## config.mk

```make
export PLATFORM = sky130hd
export DESIGN_NAME = dense_logits_seq
export DESIGN_NICKNAME = d
export VERILOG_FILES = /design/src/rtl/dense_logits_seq.sv
export SDC_FILE = /design/constraint.sdc
export NUM_CORES = 2
export LEC_CHECK = 0
export CAP_MARGIN = 20
export CORE_MARGIN = 2
export CORE_UTILIZATION = 60
export DETAILED_ROUTE_END_ITERATION = 12
export PLACE_DENSITY = 0.78
export RECOVER_POWER = 25
export SYNTH_ARGS = -nofsm -noshare
export SYNTH_HDL_FRONTEND = slang
export SYNTH_SLANG_ARGS = --single-unit
```

## constraint.sdc

```tcl
create_clock -name clk -period 14 [get_ports clk]
set_input_delay 1.4 -clock clk [delete_from_list [all_inputs] [get_ports clk]]
set_output_delay 1.4 -clock clk [all_outputs]
set_load 0.05 [all_outputs]
```

## src/rtl/dense_logits_seq.sv

```systemverilog
// Sequential dense layer: collects one input vector, evaluates OUT_SIZE neurons with a
// single time-multiplexed MAC, and presents all logits in parallel until accepted.
module dense_logits_seq #(
  parameter int unsigned WIDTH     = 16,
  parameter int unsigned FRAC      = 8,
  parameter int unsigned IN_SIZE   = 8,
  parameter int unsigned OUT_SIZE  = 4,
  parameter int unsigned ACC_WIDTH = 40
) (
  input  logic                                   clk,
  input  logic                                   rst,
  input  logic                                   w_we,
  input  logic [$clog2(IN_SIZE*OUT_SIZE)-1:0]    w_addr,
  input  logic signed [WIDTH-1:0]                w_data,
  input  logic                                   b_we,
  input  logic [$clog2(OUT_SIZE)-1:0]            b_addr,
  input  logic signed [WIDTH-1:0]                b_data,
  input  logic                                   in_valid,
  output logic                                   in_ready,
  input  logic signed [WIDTH-1:0]                in_data,
  input  logic                                   in_last,
  output logic                                   out_valid,
  input  logic                                   out_ready,
  output logic signed [WIDTH-1:0]                out_data [OUT_SIZE],
  output logic                                   out_sat
);

  localparam int unsigned NCoef = IN_SIZE * OUT_SIZE;
  localparam int unsigned WAW   = $clog2(NCoef);
  localparam int unsigned BAW   = $clog2(OUT_SIZE);
  localparam int unsigned IW    = $clog2(IN_SIZE);
  localparam int unsigned OW    = $clog2(OUT_SIZE + 1);

  localparam logic [WAW:0] WLim = (WAW + 1)'(NCoef);
  localparam logic [BAW:0] BLim = (BAW + 1)'(OUT_SIZE);

  localparam logic signed [ACC_WIDTH-1:0] RndC   = ACC_WIDTH'(1) <<< (FRAC - 1);
  localparam logic signed [ACC_WIDTH-1:0] AccMax = {{(ACC_WIDTH-WIDTH+1){1'b0}},
                                                    {(WIDTH-1){1'b1}}};
  localparam logic signed [ACC_WIDTH-1:0] AccMin = {{(ACC_WIDTH-WIDTH+1){1'b1}},
                                                    {(WIDTH-1){1'b0}}};
  localparam logic signed [WIDTH-1:0]     OutMax = {1'b0, {(WIDTH-1){1'b1}}};
  localparam logic signed [WIDTH-1:0]     OutMin = {1'b1, {(WIDTH-1){1'b0}}};

  typedef enum logic [1:0] {StLoad, StCompute, StOutput} state_e;

  state_e                     r_state, w_state_next;
  logic signed [WIDTH-1:0]    r_x [IN_SIZE];
  logic signed [WIDTH-1:0]    r_w [NCoef];
  logic signed [WIDTH-1:0]    r_b [OUT_SIZE];
  logic [IW-1:0]              r_idx;
  logic [IW-1:0]              r_i;
  logic [OW-1:0]              r_o;
  logic                       r_pend;
  logic [BAW-1:0]             r_pend_o;
  logic signed [ACC_WIDTH-1:0] r_acc;
  logic signed [WIDTH-1:0]    r_out [OUT_SIZE];
  logic                       r_sat;

  logic                        w_in_fire, w_close, w_mac_on, w_done, w_last_i;
  logic [BAW-1:0]              w_o_idx;
  logic [WAW-1:0]              w_widx;
  logic signed [2*WIDTH-1:0]   w_prod;
  logic signed [ACC_WIDTH-1:0] w_prod_ext, w_bias_ext, w_acc_base, w_acc_next;
  logic signed [ACC_WIDTH-1:0] w_rnd, w_shr;
  logic                        w_pos, w_neg;
  logic signed [WIDTH-1:0]     w_res;

  assign in_ready  = (r_state == StLoad);
  assign out_valid = (r_state == StOutput);
  assign out_sat   = r_sat;
  assign out_data  = r_out;

  assign w_in_fire = in_valid && (r_state == StLoad);
  assign w_close   = w_in_fire && ((r_idx == IW'(IN_SIZE - 1)) || in_last);
  assign w_mac_on  = (r_state == StCompute) && (r_o < OW'(OUT_SIZE));
  // Last neuron's result is still in flight after the final MAC.
  assign w_done    = (r_state == StCompute) && !w_mac_on && r_pend;
  assign w_last_i  = (r_i == IW'(IN_SIZE - 1));

  assign w_o_idx    = r_o[BAW-1:0];
  assign w_widx     = WAW'(32'(r_o) * IN_SIZE + 32'(r_i));
  assign w_prod     = r_w[w_widx] * r_x[r_i];
  assign w_prod_ext = {{(ACC_WIDTH-2*WIDTH){w_prod[2*WIDTH-1]}}, w_prod};
  assign w_bias_ext = {{(ACC_WIDTH-WIDTH){r_b[w_o_idx][WIDTH-1]}}, r_b[w_o_idx]};
  assign w_acc_base = (r_i == '0) ? (w_bias_ext <<< FRAC) : r_acc;
  assign w_acc_next = w_acc_base + w_prod_ext;

  // Round half toward +inf, then clamp into the output range.
  assign w_rnd = r_acc + RndC;
  assign w_shr = w_rnd >>> FRAC;
  assign w_pos = (w_shr > AccMax);
  assign w_neg = (w_shr < AccMin);
  assign w_res = w_pos ? OutMax : (w_neg ? OutMin : w_shr[WIDTH-1:0]);

  // State register.
  always_ff @(posedge clk or posedge rst) begin
    if (rst) r_state <= StLoad;
    else     r_state <= w_state_next;
  end

  // Next-state decode.
  always_comb begin
    w_state_next = r_state;
    unique case (r_state)
      StLoad:    if (w_close)   w_state_next = StCompute;
      StCompute: if (w_done)    w_state_next = StOutput;
      StOutput:  if (out_ready) w_state_next = StLoad;
      default:                  w_state_next = StLoad;
    endcase
  end

  // Input capture, MAC sequencing and result registers.
  always_ff @(posedge clk or posedge rst) begin
    if (rst) begin
      for (int k = 0; k < int'(IN_SIZE); k++) r_x[k] <= '0;
      for (int k = 0; k < int'(OUT_SIZE); k++) r_out[k] <= '0;
      r_idx    <= '0;
      r_i      <= '0;
      r_o      <= '0;
      r_pend   <= 1'b0;
      r_pend_o <= '0;
      r_acc    <= '0;
      r_sat    <= 1'b0;
    end else begin
      unique case (r_state)
        StLoad: begin
          if (w_in_fire) begin
            r_x[r_idx] <= in_data;
            r_idx      <= w_close ? '0 : r_idx + 1'b1;
          end
          if (w_close) begin
            r_i    <= '0;
            r_o    <= '0;
            r_pend <= 1'b0;
          end
        end
        StCompute: begin
          if (w_mac_on) begin
            r_acc    <= w_acc_next;
            r_pend   <= w_last_i;
            r_pend_o <= w_o_idx;
            if (w_last_i) begin
              r_i <= '0;
              r_o <= r_o + 1'b1;
            end else begin
              r_i <= r_i + 1'b1;
            end
          end else begin
            r_pend <= 1'b0;
          end
          // Retire the previous neuron alongside the next neuron's first MAC.
          if (r_pend) begin
            r_out[r_pend_o] <= w_res;
            if (w_pos || w_neg) r_sat <= 1'b1;
          end
        end
        StOutput: begin
          if (out_ready) begin
            r_sat <= 1'b0;
            for (int k = 0; k < int'(IN_SIZE); k++) r_x[k] <= '0;
          end
        end
        default: ;
      endcase
    end
  end

  // Coefficient storage survives reset; writes are frozen while a vector is computed.
  always_ff @(posedge clk) begin
    if (r_state != StCompute) begin
      if (w_we && ({1'b0, w_addr} < WLim)) r_w[w_addr] <= w_data;
      if (b_we && ({1'b0, b_addr} < BLim)) r_b[b_addr] <= b_data;
    end
  end

endmodule

```

==> impl_metrics.sql <==
INSERT INTO impl_metrics (metric_group, metric, value, unit) VALUES
('global_routing', 'most_heavily_used_metal_layer_in_global_routing', 'met2', ''),
('clock_network', 'clock_sink_count', '823', ''),
('synth', 'syn_area_per_cell', '14.3', 'um2'),
('floorplanning', 'die_area', '0.0778', 'mm2'),
('clock_network', 'post_cts_buffers', '0', ''),
('placed_design', 'placed_cell_area', '0.0480', 'mm2'),
('clock_network', 'cts_hold_buffers', '0', ''),
('floorplanning', 'fp-row-count', '100', ''),
('clock_network', 'clockBufferDepth', '3', ''),
('hold_path', 'hold_path_depth', '2', ''),
('placed_design', 'hpwlAfterDp', '72.9', 'mm'),
('floorplanning', 'coreArea', '0.0747', 'mm2'),
('sta', 'fin_worst_skew', '0.0472', 'ns'),
('clock_network', 'cts_resized', '0', ''),
('clock_network', 'clock_tree.htree_level_count', '3', ''),
('placed_design', 'portBuffers', '128', ''),
('synth', 'synth-warning-count', '0', ''),
('global_routing', 'groute.layer.met3.usage', '5.02', '%'),
('setup_path', 'worst_ep_arrival_time', '10.74', 'ns'),
('clock_network', 'clk-insertion-delay-late', '0.65', 'ns'),
('sta', 'final.period_utilization', '73.0', '%'),
('finish', 'layout.area.seq', '0.0235', 'mm2'),
('sta', 'setup_violations', '0', ''),
('finish', 'multi_input_comb_area', '0.0200', 'mm2'),
('sta', 'final.min_clock_period', '10.22', 'ns'),
('setup_path', 'largest_fanout_on_the_critical_path', '45', ''),
('floorplanning', 'boundaryPins', '129', ''),
('drt', 'ant_nets', '0', ''),
('clock_network', 'cts.reportedPaths.clkPinSlew', '0.06', 'ns'),
('clock_network', 'cts_tree', 'built', ''),
('sta', 'achievable-frequency', '97.8', 'MHz'),
('floorplanning', 'initial_utilization', '60.7', '%'),
('floorplanning', 'fp.dieW', '279', 'um'),
('setup_path', 'worst_setup_path_start_kind', 'flop', ''),
('finish', 'synthToLayoutAreaGrowth', '11.4', '%'),
('global_routing', 'track_usage', '29.5', '%'),
('finish', 'num-nets-final', '3820', ''),
('synth', 'mappedNetlistNets', '3682', ''),
('synth', 'synth_edf_count', '576', ''),
('drt', 'dr_total_vias', '27200', ''),
('clock_network', 'cts_inserted_buffers', '82', ''),
('global_routing', 'grtUsageMet1', '38.2', '%'),
('setup_path', 'worstRegToRegCells', '25', ''),
('drt', 'detail_route.drc_violations', '0', ''),
('global_routing', 'gr-total-overflow', '0', ''),
('synth', 'postSynthCellCount', '3168', ''),
('synth', 'synth_seq_cells', '823', ''),
('floorplanning', 'chip_height', '279', 'um'),
('sta', 'final_hold_viol_count', '0', ''),
('sta', 'tightestPinTransition', '3.66', 'ns'),
('finish', 'finalInstanceArea', '0.0505', 'mm2'),
('clock_network', 'clockRootBuffer', 'sky130_fd_sc_hd__clkbuf_16', ''),
('sta', 'final_number_of_max_transition_violations', '162', ''),
('setup_path', 'critPathKind', 'flop to flop', ''),
('drt', 'drtPass1Iterations', '7', ''),
('finish', 'drive_above_1_share', '15.5', '%'),
('run_status', 'outcome', 'finished, violations left', ''),
('placed_design', 'globalplace.congestion', '0.931', ''),
('global_routing', 'grt_max_degree', '134', ''),
('run_status', 'failed_checks', 'max-capacitance violations, max-slew violations', ''),
('drt', 'avgRoutedWirePerCell', '25.8', 'um'),
('synth', 'postSynth.asyncResetShare', '30.0', '%'),
('synth', 'netlist_area', '0.0454', 'mm2'),
('sta', 'fin_setup_tns', '0', 'ns'),
('finish', 'num-fill-cells', '4928', ''),
('sta', 'relSlewSlack', '-145', '%'),
('hold_path', 'holdCritPathClass', 'flop to flop', ''),
('synth', 'ys_seq_area_share', '51.8', '%'),
('run', 'maxCapViolations', '2', ''),
('global_routing', 'wire_length_of_the_first_global_routing_pass', '173', 'mm'),
('synth', 'number_of_different_library_cells_in_the_post_synthesis_netlist', '65', ''),
('synth', 'synthFlopType', 'sky130_fd_sc_hd__edfxtp_1', ''),
('global_routing', 'global_route.usage.met2', '50.5', '%'),
('global_routing', 'grt_pass1_vias', '29100', ''),
('drt', 'route.final.wire_length', '112', 'mm'),
('drt', 'detailedRoute.firstIterationViolations', '2584', ''),
('drt', 'avgViaCountPerCell', '6.28', ''),
('sta', 'grt_setup_unrepaired', 'no', ''),
('setup_path', 'cp.required', '14.52', 'ns'),
('setup_path', 'worst_setup_path_end_kind', 'flop', ''),
('global_routing', 'antenna_violations_before_repair', '1', '');
[worst paths after layout]
kind	startpoint	to	slack [ns]
setup / recovery	r_i[0]	r_acc[34]	3.78
setup reg to reg	r_i[0]	r_acc[34]	3.78
max in group asynchronous	rst	r_x[87]	9.56
hold reg to reg	r_acc[2]	r_acc[2]	0.48
hold / removal	r_acc[2]	r_acc[2]	0.48
min in group asynchronous	rst	r_idx[0]	2.29
[worst max-delay path, cell delays in order (launching register included)]
cell and delay, ns:
sky130_fd_sc_hd__dfrtp_4 1.00, sky130_fd_sc_hd__buf_4 0.77, sky130_fd_sc_hd__mux4_2 0.61, sky130_fd_sc_hd__mux4_2 0.53, sky130_fd_sc_hd__mux2i_1 0.77, sky130_fd_sc_hd__inv_1 0.33, sky130_fd_sc_hd__nand2_1 0.17, sky130_fd_sc_hd__fa_1 0.42
sky130_fd_sc_hd__inv_1 0.08, sky130_fd_sc_hd__fa_1 0.45, sky130_fd_sc_hd__fa_1 0.57, sky130_fd_sc_hd__fa_1 0.44, sky130_fd_sc_hd__fa_1 0.51, sky130_fd_sc_hd__inv_1 0.05, sky130_fd_sc_hd__fa_1 0.47, sky130_fd_sc_hd__inv_1 0.04
sky130_fd_sc_hd__ha_1 0.35, sky130_fd_sc_hd__a21oi_1 0.23, sky130_fd_sc_hd__o21ai_0 0.18, sky130_fd_sc_hd__a21oi_1 0.20, sky130_fd_sc_hd__o221ai_1 0.26, sky130_fd_sc_hd__a32oi_1 0.36, sky130_fd_sc_hd__o21ai_0 0.27, sky130_fd_sc_hd__a221oi_1 0.55
sky130_fd_sc_hd__nor4b_1 0.10, sky130_fd_sc_hd__a211o_1 0.33
[stage by stage]
stage | hold WS (ns) | util, % | std cells | setup WS (ns)
floorplan | 0.437 | - | 3168 | 5.81
global placement | 0.454 | 64.2 | 4181 | 4.27
detailed placement | 0.455 | 64.2 | 4182 | 3.91
CTS | 0.477 | 67.6 | 4327 | 3.88
global route | 0.497 | 67.6 | 4337 | 3.15
finish | 0.480 | 67.6 | 4337 | 3.78
[logic make-up (layout without fill, tap and decap cells)]
| kind of cell | after synthesis | in the layout | synth area share (%) |
|---|---|---|---|
| buffers and inverters | 532 | 731 | 4.45 |
| other | 0 | 1 | 0 |
| multiplexers | 325 | 325 | 13.0 |
| flip-flops | 823 | 823 | 51.8 |
| XOR/XNOR | 60 | 60 | 1.16 |
| AO/OA/AOI/OAI | 317 | 317 | 5.05 |
| AND/OR/NAND/NOR | 659 | 659 | 6.67 |
| adder cells (fa/ha/maj) | 452 | 452 | 17.9 |
[area by class of cell]
class	count	area share, %
well taps	969	2.40
flip-flops and latches	823	46.5
repair buffers	210	3.80
diodes	1	0.00495
inverters	376	2.80
clock inverters	39	0.691
multi-input cells	1813	39.5
clock buffers	106	4.30
[metal layers]
layer  vias up  share of wire [%]
li1      11500                  -
met5         -                  0
met1     14200                 38
met3       255                7.3
met2      1314                 51
met4         0                4.2
[sequential cells by signal, summed over array words and instances (netlist names)]
| register | cells |
|---|---|
| r_b | 64 |
| r_o | 3 |
| r_pend_o | 2 |
| r_x | 128 |
| r_pend | 1 |
| r_i | 3 |
| r_acc | 40 |
| r_idx | 3 |
| r_state | 2 |
| r_w | 512 |
| out_data | 64 |
| out_sat | 1 |
[synth_stat cells, types with 4 or more instances]
| cell type | n | area share, % |
|---|---|---|
| sky130_fd_sc_hd__inv_1 | 376 | 3.1 |
| sky130_fd_sc_hd__a21oi_1 | 37 | 0.41 |
| sky130_fd_sc_hd__and3_1 | 26 | 0.36 |
| sky130_fd_sc_hd__buf_2 | 15 | 0.17 |
| sky130_fd_sc_hd__buf_1 | 26 | 0.22 |
| sky130_fd_sc_hd__nor3_1 | 15 | 0.17 |
| sky130_fd_sc_hd__a22o_1 | 130 | 2.5 |
| sky130_fd_sc_hd__and2_1 | 17 | 0.23 |
| sky130_fd_sc_hd__xor2_1 | 23 | 0.44 |
| sky130_fd_sc_hd__nand3_1 | 41 | 0.45 |
| sky130_fd_sc_hd__or2_2 | 17 | 0.23 |
| sky130_fd_sc_hd__nand4_1 | 11 | 0.15 |
| sky130_fd_sc_hd__o21ai_1 | 16 | 0.18 |
| sky130_fd_sc_hd__o21bai_1 | 5 | 0.083 |
| sky130_fd_sc_hd__nand2b_1 | 36 | 0.50 |
| sky130_fd_sc_hd__clkbuf_1 | 113 | 0.94 |
| sky130_fd_sc_hd__mux2i_1 | 39 | 0.86 |
| sky130_fd_sc_hd__a31oi_1 | 6 | 0.083 |
| sky130_fd_sc_hd__or3_1 | 4 | 0.055 |
| sky130_fd_sc_hd__nor4_1 | 5 | 0.069 |
| sky130_fd_sc_hd__ha_1 | 122 | 3.4 |
| sky130_fd_sc_hd__dfrtp_1 | 247 | 14 |
| sky130_fd_sc_hd__o21ai_0 | 66 | 0.73 |
| sky130_fd_sc_hd__nand3b_1 | 6 | 0.099 |
| sky130_fd_sc_hd__fa_1 | 330 | 15 |
| sky130_fd_sc_hd__nor2_1 | 224 | 1.9 |
| sky130_fd_sc_hd__mux4_2 | 202 | 10 |
| sky130_fd_sc_hd__xnor2_1 | 37 | 0.71 |
| sky130_fd_sc_hd__mux2_2 | 84 | 2.1 |
| sky130_fd_sc_hd__a211oi_1 | 6 | 0.099 |
| sky130_fd_sc_hd__nand2_1 | 211 | 1.7 |
| sky130_fd_sc_hd__a21o_1 | 16 | 0.26 |
| sky130_fd_sc_hd__nor3b_1 | 12 | 0.20 |
| sky130_fd_sc_hd__edfxtp_1 | 576 | 38 |
| sky130_fd_sc_hd__nor2b_1 | 20 | 0.28 |
[cells in the final DEF, fill, tap and decap left out, types with 20 or more instances in the layout]
| cell | netlist | layout |
|---|---|---|
| sky130_fd_sc_hd__a21oi_1 | 37 | 37 |
| sky130_fd_sc_hd__a22o_1 | 130 | 130 |
| sky130_fd_sc_hd__and3_1 | 26 | 26 |
| sky130_fd_sc_hd__buf_4 | 1 | 64 |
| sky130_fd_sc_hd__clkbuf_1 | 113 | 34 |
| sky130_fd_sc_hd__clkbuf_16 | 0 | 82 |
| sky130_fd_sc_hd__clkdlybuf4s50_1 | 0 | 101 |
| sky130_fd_sc_hd__dfrtp_1 | 247 | 242 |
| sky130_fd_sc_hd__dlygate4sd3_1 | 0 | 27 |
| sky130_fd_sc_hd__edfxtp_1 | 576 | 576 |
| sky130_fd_sc_hd__fa_1 | 330 | 330 |
| sky130_fd_sc_hd__ha_1 | 122 | 122 |
| sky130_fd_sc_hd__inv_1 | 376 | 375 |
| sky130_fd_sc_hd__mux2_2 | 84 | 84 |
| sky130_fd_sc_hd__mux2i_1 | 39 | 39 |
| sky130_fd_sc_hd__mux4_2 | 202 | 202 |
| sky130_fd_sc_hd__nand2_1 | 211 | 211 |
| sky130_fd_sc_hd__nand2b_1 | 36 | 34 |
| sky130_fd_sc_hd__nand3_1 | 41 | 41 |
| sky130_fd_sc_hd__nor2_1 | 224 | 215 |
| sky130_fd_sc_hd__nor2b_1 | 20 | 20 |
| sky130_fd_sc_hd__o21ai_0 | 66 | 66 |
| sky130_fd_sc_hd__xnor2_1 | 37 | 37 |
| sky130_fd_sc_hd__xor2_1 | 23 | 23 |
Power is not shown: default switching activity piles up to over one toggle a cycle in this logic, so the estimate is an artifact.
